[src/rtl/gb_pkg.sv]
// Shared Game Boy core definitions: IO register addresses and the OAM DMA state encoding.
package gb_pkg;

    localparam logic [15:0] TIMER_DIV_REG  = 16'hff04;
    localparam logic [15:0] TIMER_TIMA_REG = 16'hff05;
    localparam logic [15:0] TIMER_TMA_REG  = 16'hff06;
    localparam logic [15:0] TIMER_TAC_REG  = 16'hff07;
    localparam logic [15:0] LINK_SB_REG    = 16'hff01;
    localparam logic [15:0] LINK_SC_REG    = 16'hff02;
    localparam logic [15:0] INT_IF_REG     = 16'hff0f;
    localparam logic [15:0] INT_IE_REG     = 16'hffff;
    localparam logic [15:0] OAM_DMA_REG    = 16'hff46;
    localparam logic [15:0] OAM_BASE       = 16'hfe00;
    localparam int          OAM_LENGTH     = 160;

    typedef enum logic [1:0] {
        IDLE  = 2'd0,
        READ  = 2'd1,
        WRITE = 2'd2
    } dma_state_t;

endpackage

[src/rtl/oam_dma_if.sv]
// CPU-side register port plus the DMA master port, as seen on the shared bus.
interface oam_dma_if;
    logic [15:0] address;
    logic [7:0]  indata;
    logic [7:0]  outdata;
    logic        load;
    logic        store;
    logic        busy;
    logic [15:0] dma_address;
    logic [7:0]  dma_wdata;
    logic [7:0]  dma_rdata;
    logic        dma_load;
    logic        dma_store;

    // slave: the DMA block's view; master: the bus/top-level side.
    modport slave (
        input  address, indata, load, store, dma_rdata,
        output outdata, busy, dma_address, dma_wdata, dma_load, dma_store
    );
    modport master (
        output address, indata, load, store, dma_rdata,
        input  outdata, busy, dma_address, dma_wdata, dma_load, dma_store
    );
endinterface

[src/rtl/oam_dma.sv]
// OAM DMA engine: a write to the DMA register copies LENGTH bytes from {src,00} to DEST_BASE.
// Optional OAM_DMA_DEBUG_EN adds the ddma debug port.
module oam_dma
    import gb_pkg::*;
#(
    parameter logic [15:0] REG_ADDR  = OAM_DMA_REG,
    parameter logic [15:0] DEST_BASE = OAM_BASE,
    parameter int          LENGTH    = OAM_LENGTH
) (
    input  logic        clock,
    input  logic        resetn,
    oam_dma_if.slave    bus
`ifdef OAM_DMA_DEBUG_EN
    ,
    output logic [15:0] ddma
`endif
);

    localparam logic [7:0] LAST_IDX = 8'(LENGTH - 1);

    dma_state_t state, state_nx;
    logic [7:0] src, src_nx;
    logic [7:0] idx, idx_nx;
    logic [7:0] latch, latch_nx;
    logic       reg_write;

    assign reg_write   = bus.store && (bus.address == REG_ADDR);
    assign bus.outdata = (bus.load && (bus.address == REG_ADDR)) ? src : 8'h00;
    assign bus.busy    = (state != IDLE);

    always_ff @(posedge clock or negedge resetn) begin
        if (!resetn) begin
            state <= IDLE;
            src   <= 8'h00;
            idx   <= 8'h00;
            latch <= 8'h00;
        end else begin
            state <= state_nx;
            src   <= src_nx;
            idx   <= idx_nx;
            latch <= latch_nx;
        end
    end

    always_comb begin
        state_nx        = state;
        src_nx          = src;
        idx_nx          = idx;
        latch_nx        = latch;
        bus.dma_address = 16'h0000;
        bus.dma_wdata   = 8'h00;
        bus.dma_load    = 1'b0;
        bus.dma_store   = 1'b0;

        case (state)
            READ: begin
                // idx is the low byte, so a source page of FF never carries into 0000
                bus.dma_address = {src, idx};
                bus.dma_load    = 1'b1;
                latch_nx        = bus.dma_rdata;
                state_nx        = WRITE;
            end
            WRITE: begin
                bus.dma_address = DEST_BASE + {8'h00, idx};
                bus.dma_wdata   = latch;
                bus.dma_store   = 1'b1;
                if (idx == LAST_IDX) begin
                    state_nx = IDLE;
                end else begin
                    idx_nx   = idx + 8'd1;
                    state_nx = READ;
                end
            end
            default: ;
        endcase

        // A register write restarts from index 0 in any state; the current strobe still completes.
        if (reg_write) begin
            src_nx   = bus.indata;
            idx_nx   = 8'h00;
            state_nx = READ;
        end
    end

`ifdef OAM_DMA_DEBUG_EN
    assign ddma = {6'b0, 2'(state), idx};
`endif

endmodule

[src/flat_wrapper.sv]
// flat-port wrapper written by rule: the top's interface ports become plain ports
module oam_dma_flat import gb_pkg::*;
#(
    parameter logic [15:0] REG_ADDR  = OAM_DMA_REG,
    parameter logic [15:0] DEST_BASE = OAM_BASE,
    parameter int          LENGTH    = OAM_LENGTH
)
  (clock, resetn, bus_address, bus_indata, bus_load, bus_store, bus_dma_rdata, bus_outdata, bus_busy, bus_dma_address, bus_dma_wdata, bus_dma_load, bus_dma_store);
  oam_dma_if bus_i ();
  input  logic clock;
  input  logic resetn;
  input wire logic [$bits(bus_i.address)-1:0] bus_address;
  input wire logic [$bits(bus_i.indata)-1:0] bus_indata;
  input wire logic [$bits(bus_i.load)-1:0] bus_load;
  input wire logic [$bits(bus_i.store)-1:0] bus_store;
  input wire logic [$bits(bus_i.dma_rdata)-1:0] bus_dma_rdata;
  output wire logic [$bits(bus_i.outdata)-1:0] bus_outdata;
  output wire logic [$bits(bus_i.busy)-1:0] bus_busy;
  output wire logic [$bits(bus_i.dma_address)-1:0] bus_dma_address;
  output wire logic [$bits(bus_i.dma_wdata)-1:0] bus_dma_wdata;
  output wire logic [$bits(bus_i.dma_load)-1:0] bus_dma_load;
  output wire logic [$bits(bus_i.dma_store)-1:0] bus_dma_store;
  assign bus_i.address = bus_address;
  assign bus_i.indata = bus_indata;
  assign bus_i.load = bus_load;
  assign bus_i.store = bus_store;
  assign bus_i.dma_rdata = bus_dma_rdata;
  assign bus_outdata = bus_i.outdata;
  assign bus_busy = bus_i.busy;
  assign bus_dma_address = bus_i.dma_address;
  assign bus_dma_wdata = bus_i.dma_wdata;
  assign bus_dma_load = bus_i.dma_load;
  assign bus_dma_store = bus_i.dma_store;
  oam_dma #(.REG_ADDR(REG_ADDR), .DEST_BASE(DEST_BASE), .LENGTH(LENGTH)) u_core (.clock(clock), .resetn(resetn), .bus(bus_i));
endmodule
[config.mk]
export PLATFORM = sky130hd
export DESIGN_NAME = oam_dma_flat
export DESIGN_NICKNAME = d
export VERILOG_FILES = /design/src/rtl/gb_pkg.sv /design/src/rtl/oam_dma_if.sv /design/src/rtl/oam_dma.sv /design/src/flat_wrapper.sv
export SDC_FILE = /design/constraint.sdc
export NUM_CORES = 1
export LEC_CHECK = 0
export CAP_MARGIN = 20
export CORE_ASPECT_RATIO = 0.8
export CORE_MARGIN = 5
export CORE_UTILIZATION = 37
export CTS_CLUSTER_DIAMETER = 30
export CTS_CLUSTER_SIZE = 20
export DETAILED_ROUTE_END_ITERATION = 12
export GPL_TIMING_DRIVEN = 0
export PLACE_DENSITY = 0.88
export SETUP_SLACK_MARGIN = 0.5
export SLEW_MARGIN = 5
export SYNTH_ARGS = -nofsm -noshare
export SYNTH_HDL_FRONTEND = slang
export SYNTH_SLANG_ARGS = --single-unit
[constraint.sdc]
create_clock -name clock -period 1.85 [get_ports clock]
set_input_delay 0.37 -clock clock [delete_from_list [all_inputs] [get_ports clock]]
set_output_delay 0.37 -clock clock [all_outputs]
set_load 0.05 [all_outputs]
Word level (Yosys, flattened, before mapping):

Index checks and enable logic that the tools add are counted.

* register bits: 26
* bits of input ports: 36
* output and inout bits: 35
* word-level logic and storage cells: 28

* add/subtract/negate cells: 2
* equal/unequal tests: 5
* muxes and demuxes: 11
* reduce and logical (&&, ||, !) cells: 6

Operators with widths (number)
* 8-bit two-way mux: 5
* 16-bit case mux with 2 select lines: 1
* 16-bit == test, second input constant: 1
* 10-bit by 9-bit adder with 11-bit output, first input constant: 1
* 8-bit by 1-bit adder with 8-bit output, second input constant: 1
* 8-bit == test, second input constant: 1
* 2-bit case mux with 2 select lines: 1
* 2-bit nonzero test: 2
* 1-bit two-way mux: 3
* 3-bit nonzero test: 1
* 2-bit by 1-bit == test with 1-bit output, second input constant: 1
* 2-bit == test, second input constant: 1
* 1-bit logical AND: 2
* 2-bit two-way mux: 1
* 2-bit by 1-bit != test with 1-bit output, second input constant: 1
* 2-bit AND reduction: 1

Longest topological paths before layout:

Gate-level depths: netlist of run 1.

* word-level depth: 4
* gate-level depth with buffers: 6
* mapped depth without buffers: 6

Worst setup path after synthesis of run 1:

Ideal clock, no wire load.

* path type: register to output
* start: register u_core.state[0]
* end: output port bus_dma_address[10]
* arrival: 2253 ps
* data required time: 1480 ps
* path slack: -773 ps
* cell stages (with the launch flop): 7
* path buffers: 2
* cells stage by stage: dfrtp_1 inv_1 ha_1 clkbuf_1 clkbuf_1 nor2_1 nor2_1

* cells in the longest elaborated chain, start to end: 2
* elaborated cells on any way between the ends: 3
* classes of those cells: eq/ne (2); mux (1)

RTL lines
* from (decl): RTL line oam_dma.sv:21 `dma_state_t state, state_nx;`
* from (signal assigned): RTL line oam_dma.sv:38 `state <= state_nx;`
* 2-bit == test / 2-bit by 1-bit == test with 1-bit output (equally long branches): RTL line oam_dma.sv:55 `case (state)`
* 16-bit case mux with 2 select lines *: RTL line oam_dma.sv:55
* to (decl): RTL line flat_wrapper.sv:19 `output wire logic [$bits(bus_i.dma_address)-1:0] bus_dma_address;`

Mark *: on every way between the ends. The rest lies on a longest branch, timed or not.

Final worst setup path of run 1:

* start: input port bus_address[1]
* end: output port bus_outdata[0]

* cells in the longest elaborated chain, start to end: 3

RTL lines
* from (decl): RTL line flat_wrapper.sv:12 `input wire logic [$bits(bus_i.address)-1:0] bus_address;`
* 16-bit == test: RTL line oam_dma.sv:28 `assign bus.outdata = (bus.load && (bus.address == REG_ADDR)) ? src : 8'h00;`
* 1-bit logical AND: RTL line oam_dma.sv:28
* 8-bit two-way mux: RTL line oam_dma.sv:28
* to (decl): RTL line flat_wrapper.sv:17 `output wire logic [$bits(bus_i.outdata)-1:0] bus_outdata;`

No other way between the ends.

==> results of run 1 <==
[cell families (layout without fill, tap and decap cells)]
kind of cell    after synthesis  after routing
compound gates                9              9
buf+inv                       8            112
fa+ha+maj                     4              4
simple gates                 68             68
mux                          18             18
flops                        26             26
xor+xnor                      4              4
[area by class of cell]
type / instances / area share (%)
Timing Repair Buffer: 100 / 38.08
Sequential cell: 26 / 20.25
Tap cell: 55 / 2.142
Inverter: 3 / 0.3505
Clock buffer: 3 / 1.285
Clock inverter: 1 / 0.9346
Buffer: 5 / 3.583
Multi-Input combinational cell: 103 / 33.37
[routing by layer]
layer | track usage [%] | up-vias | wire length, um
met5 | 0 | - | 0
met4 | 7.806 | 0 | 126
met3 | 3.919 | 12 | 386
met2 | 37.70 | 66 | 3518
met1 | 27.17 | 790 | 2540
li1 | - | 689 | -
[layout by cell type, fill, tap and decap left out, types with 2 or more instances in the layout]
| master | synthesis | layout |
|---|---|---|
| buf_6 | 0 | 29 |
| clkdlybuf4s50_1 | 0 | 27 |
| dfrtp_1 | 26 | 26 |
| buf_8 | 0 | 22 |
| and2_4 | 1 | 18 |
| mux2_4 | 8 | 16 |
| nor2_4 | 0 | 15 |
| and3_4 | 0 | 8 |
| nor2_2 | 0 | 7 |
| buf_4 | 0 | 7 |
| buf_12 | 2 | 6 |
| clkbuf_16 | 0 | 5 |
| nand4_1 | 4 | 4 |
| xor2_1 | 4 | 4 |
| inv_2 | 0 | 3 |
| nor2_1 | 25 | 3 |
| nand3_1 | 3 | 3 |
| ha_4 | 0 | 3 |
| clkbuf_8 | 0 | 3 |
| dlygate4sd2_1 | 0 | 3 |
| a21oi_1 | 2 | 2 |
| and4_1 | 2 | 2 |
| o21ai_0 | 3 | 2 |
| buf_16 | 0 | 2 |
| buf_2 | 0 | 2 |
[through the flow]
stage / TNS [ns] / setup slack, ns / power (uW) / cell area, um^2
2_1_floorplan: -1.682 / -0.1236 / 3257 / 1795
3_3_place_gp: -32.24 / -1.323 / 3954 / 2565
3_5_place_dp: -34.23 / -1.357 / 4033 / 2592
4_1_cts: -9.021 / -0.3492 / 5323 / 3068
5_1_grt: -12.51 / -0.3798 / 6019 / 3213
6_report: -11.20 / -0.3651 / 5825 / 3213
[power groups by stage]
stage	Sequential [uW]	Combinational, uW	Clock [uW]
global placement	931	3020	0
floorplan	901	2360	0
CTS	923	3920	478
finish	970	4370	486
global route	988	4520	509
detailed placement	949	3080	0
[state kept, by name, summed over array words and instances, names as in the netlist]
signal / flops
u_core.idx: 8
u_core.src: 8
u_core.latch: 8
u_core.state: 2
[worst paths after layout]
kind	cells past startpoint	from	to
max in group asynchronous	2	resetn	u_core.idx[5]
max	6	bus_address[1]	bus_outdata[0]
min	1	resetn	u_core.idx[0]
min reg2reg	1	u_core.latch[7]	u_core.latch[7]
max reg2reg	4	u_core.idx[6]	u_core.state[0]
min in group clock	1	u_core.latch[7]	u_core.latch[7]
[timing repair]
| item | in CTS | in global routing |
|---|---|---|
| pin swaps | 6 | 2 |
| gates cloned | 3 | 1 |
| endpoints found under the setup margin | 53 | 61 |
| buffers inserted | 19 | 6 |
| gates resized for setup | 298 | 24 |
==> summary.txt, run 1 <==
Status
  – Status: finished with violations
  – Failing checks: negative setup slack

Synth
  – Synth area leaders: dfrtp_1 (44%), mux2_4 (8.1%), and2_1 (7.1%), mux2_2 (6.8%), nor2_1 (6.3%)
  – Syn. warnings: 0
  – Library cells used by synthesis: 30
  – #FFs+latches synth: 26
  – Cells after Synth: 137
  – Synth cell count leaders: dfrtp_1 (26), nor2_1 (25), and2_1 (17), mux2_2 (9)
  – Top FF cell, synth: dfrtp_1
  – Multiplexer area fraction after synthesis: 15.52%
  – Complex-gate fraction of the synthesized area: 3.607%
  – Asr flop ratio synth: 100.0%
  – Synth Cell Area: 1491 um^2
  – Post-Synth Adder-Cell Area: 3.356%
  – Area share of the leading cell type in the synthesized netlist: 43.62%
  – Post-synth EDFFs: 0
  – Avg Inst Size Synth: 10.89 um^2
  – Syn Nets: 177
  – Most frequent cell after synthesis: dfrtp_1
  – Largest area contributor in the netlist: dfrtp_1
  – Seq/Total Area, Yosys: 43.62%
  – Post-synthesis xor/xnor area fraction: 2.349%
  – Largest family of logic cells by synthesized area: simple AND/OR/NAND/NOR gates
  – Simple-gate portion of the synthesized area: 27.35%

STA
  – Endpoints failing hold: 0
  – Worst Hold Slack: 0.4242 ns
  – Final-report setup violation count: 50
  – Crit share post-route: 119.7%
  – Highest Clock Rate: 0.4514 GHz
  – Clock Skew: 0.01202 ns
  – Setup WS post-layout: -0.3651 ns
  – Tightest Pin Transition: 0.5058 ns
  – Slew Viols, Final: 0
  – Unrepaired setup endpoints after global routing: true
  – Slew headroom: 66.17%
  – Final Critical Period: 2.215 ns

Global route
  – Global-route wire length before repair: 8.687 mm
  – All-Layer GR Usage: 21.82%
  – Grt ovf: 0
  – Initial antenna violation count: 0
  – Vias in the first global route: 1,588
  – Largest net degree at the start of global routing: 19

Die
  – I/O pins: 71
  – Die Area: 5409 um^2
  – Die Y: 66.79 um
  – Die W: 80.99 um
  – Row cnt: 20
  – Initial Util: 38.70%
  – Core area: 3854 um^2

Flow run
  – Max Cap Viol: 0

Routing
  – Initial DRC count: 88
  – Post-Route WL: 6.570 mm
  – DR DRC count: 0
  – Routed vias: 1,557
  – Routed length per instance: 22.20 um
  – First drt pass iteration count: 4
  – Via density per instance: 5.260
  – Final antenna-violating net count: 0

Placed design
  – Hpwl dp: 3.327 mm
  – Placed Cells: 263
  – Port bufs: 70
  – RePlAce Congestion: 0.8355

Clock network
  – Skew-Pair Late Insertion Delay: 0.29 ns
  – Clock Tree Root: clkbuf_8
  – TritonCTS Buffers: 3
  – Hold Buf Count CTS: 0
  – Clock Sinks: 26
  – Clock transition at path regs: 0.09 ns
  – CTS tree: built
  – Clk buf depth: 2
  – CTS H-tree depth: 1

Finish
  – Fin cells: 296
  – Share of cells above drive strength 1: 64.32%
  – Util after Layout: 83.38%
  – Final #Nets: 282
  – N_diodes: 0
  – Area Growth Syn to Fin: 115.4%
  – Fillers: 194
  – Area of the multi-input gates: 1072 um^2
  – Reg area: 650.6 um^2

Pwr
  – Peak VDD IR: 1.218 mV
  – Internal power: 3186 uW
  – Switch Pwr: 2639 uW
  – Reg power frac: 16.7%
  – Net Sw Frac: 45.31%
  – Power density cells: 1813 nW/um^2
  – Logic pwr share: 75.0%
  – Leak pwr: 0.001423 uW
  – Clock power share: 8.3%

Worst setup path
  – Max stage delay cell, worst path: or4b_4
  – Worst setup EP type: primary output
  – CP top delay family: simple AND/OR/NAND/NOR gates
  – Worst Path Arrival: 1.85 ns
  – CP Launch Type: input pin
  – Setup Crit Path Kind: input pin to primary output
  – Crit path largest cell delay: 0.47 ns
  – Crit-path cells: clkdlybuf4s15_1 > or4b_4 > nor4_4 > buf_4 > and3_4 > buf_8
  – Crit path max fanout: 4
  – Worst Path Buf+Inv: 3
  – Worst endpoint required time: 1.48 ns
  – Reg-to-reg slack, setup: -0.09 ns

Hold path
  – Hold Path Class: input pin to async pin
(Power assumes the default switching activity.)
==> inputs of run 2 (changes only) <==
- CAP_MARGIN: 20 -> not set
==> run 2 against run 1 <==
The run still ends with negative setup slack left. Clock skew is 0.0066 ns lower. Routed wire length is 7.6% lower. Maximum frequency is 1.4% lower. Global-route usage is 0.59 points lower. Combinational power hardly changed. Worst hold slack better by 0.019 ns. First-iteration DRC count is 4.5% lower. Total power is 1.0% lower. Sequential power is 2% lower. Sequential share of layout area is 0.071 points higher. Via count is 2.5% lower. Non-clock buffer count is 1 lower.
==> summary.txt, run 2 (synthesis gave the netlist of run 1 again) <==
Status
  – Status: finished with violations
  – Failing checks: negative setup slack

STA
  – Crit share post-route: 121.5% (+1.7 points)
  – Unrepaired setup endpoints after global routing: true
  – Highest Clock Rate: 0.4451 GHz (-1.4%)
  – Slew headroom: 21.48% (-45 points)
  – Clock Skew: 0.005404 ns (-0.006619 ns)
  – Slew Viols, Final: 0 (unchanged)
  – Setup Total Neg Slack: -11.62 ns (-0.4282 ns)
  – Setup WS post-layout: -0.3968 ns (-0.03173 ns)
  – Final-report setup violation count: 49 (-2.0%)
  – Tightest Pin Transition: 1.178 ns (+0.6720 ns)
  – Final Critical Period: 2.247 ns (+0.03173 ns)
  – Endpoints failing hold: 0 (unchanged)

Worst setup path
  – Reg-to-reg slack, setup: 0.06 ns (+0.15 ns)
  – Worst r2r src: u_core.idx[6]
  – Setup Crit Path Kind: input pin to primary output
  – Worst setup path endpoint: bus_outdata[3]
  – Worst setup EP type: primary output
  – Worst reg2reg endpoint: u_core.state[0]
  – Register-to-Register Path Depth: 4 (unchanged)
  – Worst Path Arrival: 1.88 ns (+0.03 ns)
  – CP Launch Type: input pin
  – Crit. Startpoint: bus_address[4]
  – Worst endpoint required time: 1.48 ns (about the same)
  – Crit path max fanout: 4 (unchanged)

Clock network
  – CTS tree: built
  – Skew-Pair Late Insertion Delay: 0.28 ns (about the same)
  – Clock Tree Root: clkbuf_8
  – TritonCTS Buffers: 3 (unchanged)
  – Clk buf depth: 2 (unchanged)
  – CTS H-tree depth: 1 (unchanged)
  – Clock transition at path regs: 0.09 ns (about the same)
  – Clock Sinks: 26 (unchanged)

Die
  – Row cnt: 20 (unchanged)
  – I/O pins: 71 (unchanged)
  – Die W: 80.99 um (unchanged)
  – Initial Util: 38.70% (unchanged)
  – Die Area: 5409 um^2 (unchanged)
  – Core area: 3854 um^2 (unchanged)
  – Die Y: 66.79 um (unchanged)

Global route
  – Global-route wire length before repair: 8.418 mm (-3.1%)
  – Largest net degree at the start of global routing: 27 (+8)
  – Grt ovf: 0 (unchanged)
  – All-Layer GR Usage: 21.23% (-0.59 points)
  – Vias in the first global route: 1,558 (-1.9%)
  – Initial antenna violation count: 0 (unchanged)

Placed design
  – Port bufs: 70 (unchanged)
  – RePlAce Congestion: 0.8355 (unchanged)
  – Place WS: -1.343 ns (+0.01471 ns)
  – Placed inst area: 2565 um^2 (-1.1%)
  – Hpwl dp: 3.287 mm (-1.2%)

Finish
  – N_diodes: 0 (unchanged)
  – Final #Nets: 281 (-0.35%)
  – Commonest non-fill, non-tap cell in the layout: buf_8
  – Largest registers: u_core.idx: 8 flops, u_core.latch: 8 flops, u_core.src: 8 flops
  – Most frequent cells in the layout: buf_8 (36), clkdlybuf4s50_1 (26), dfrtp_1 (26), and2_4 (18), mux2_4 (16)
  – Finished layout cell area: 3202 um^2 (-0.35%)
  – Util after Layout: 83.08% (-0.29 points)
  – Area Growth Syn to Fin: 114.7%
  – Share of cells above drive strength 1: 60.83% (-3.5 points)

Pwr
  – Peak VDD IR: 0.9713 mV (-20%)
  – Leak pwr: 0.001424 uW (about the same)
  – Power density cells: 1801 nW/um^2 (-0.67%)

Flow run
  – Max Cap Viol: 0 (unchanged)

Routing
  – DR DRC count: 0 (unchanged)
  – Initial DRC count: 84 (-4.5%)
  – Post-Route WL: 6.071 mm (-7.6%)
  – First drt pass iteration count: 4 (unchanged)
  – Routed length per instance: 20.58 um (-7.3%)
  – Final antenna-violating net count: 0 (unchanged)
  – Routed vias: 1,518 (-2.5%)
  – Via density per instance: 5.146 (-2.2%)

Hold path
  – Hold Path Class: input pin to async pin
## run 2: layer usage
| metal | track usage [%] | wire length (um) |
|---|---|---|
| met1 | 25.25 | 2370 |
| met2 | 38.01 | 3148 |
| met3 | 3.108 | 309 |
| met4 | 8.861 | 243 |
| met5 | 0 | 0 |
## run 2: final cells by class
| type | count | area, um^2 |
|---|---|---|
| Inverter | 3 | 11.26 |
| Clock inverter | 1 | 30.03 |
| Buffer | 5 | 115.1 |
| Clock buffer | 3 | 41.29 |
| Tap cell | 55 | 68.82 |
| Fill cell | 183 | 651.9 |
| Timing Repair Buffer | 99 | 1237 |
| Multi-Input combinational cell | 103 | 1047 |
| Sequential cell | 26 | 650.6 |
## run 2: worst min path at each step
stage                     from         endpoint  slack (ns)
2_1_floorplan           resetn    u_core.idx[0]        0.07
3_3_place_gp   u_core.latch[5]  u_core.latch[5]        0.49
3_5_place_dp   u_core.latch[7]  u_core.latch[7]        0.50
4_1_cts                 resetn    u_core.src[1]        0.46
5_1_grt                 resetn  u_core.latch[7]        0.53
6_report                resetn  u_core.latch[7]        0.44
## run 2: where the power goes
part | internal (uW) | switching [uW] | total, uW
clock | 290 | 188 | 478
combinational | 2170 | 2160 | 4340
sequential | 756 | 194 | 951
## run 2: timing repair
action | 4_1_cts | 5_1_grt
buffers inserted | 15 | 9
pin swaps | 14 | 7
hold buffers | 0 | 0
hold endpoints to repair | 0 | 0
setup endpoints to repair | 79 | 61
gates resized for setup | 313 | 13
cloned | 5 | 0
## run 2: through the flow
stage	power, uW	hold slack (ns)	std cells
floorplan	3257	0.07441	137
finish	5765	0.4430	295
global placement	3954	0.4922	262
global route	5987	0.5282	295
detailed placement	4020	0.4991	262
CTS	5346	0.4623	286
## run 2: worst max-delay path: stages
cell and delay, ns:
buf_6 0.09, or4b_4 0.54, nor4_4 0.34, buf_4 0.20
and3_4 0.19, buf_8 0.14
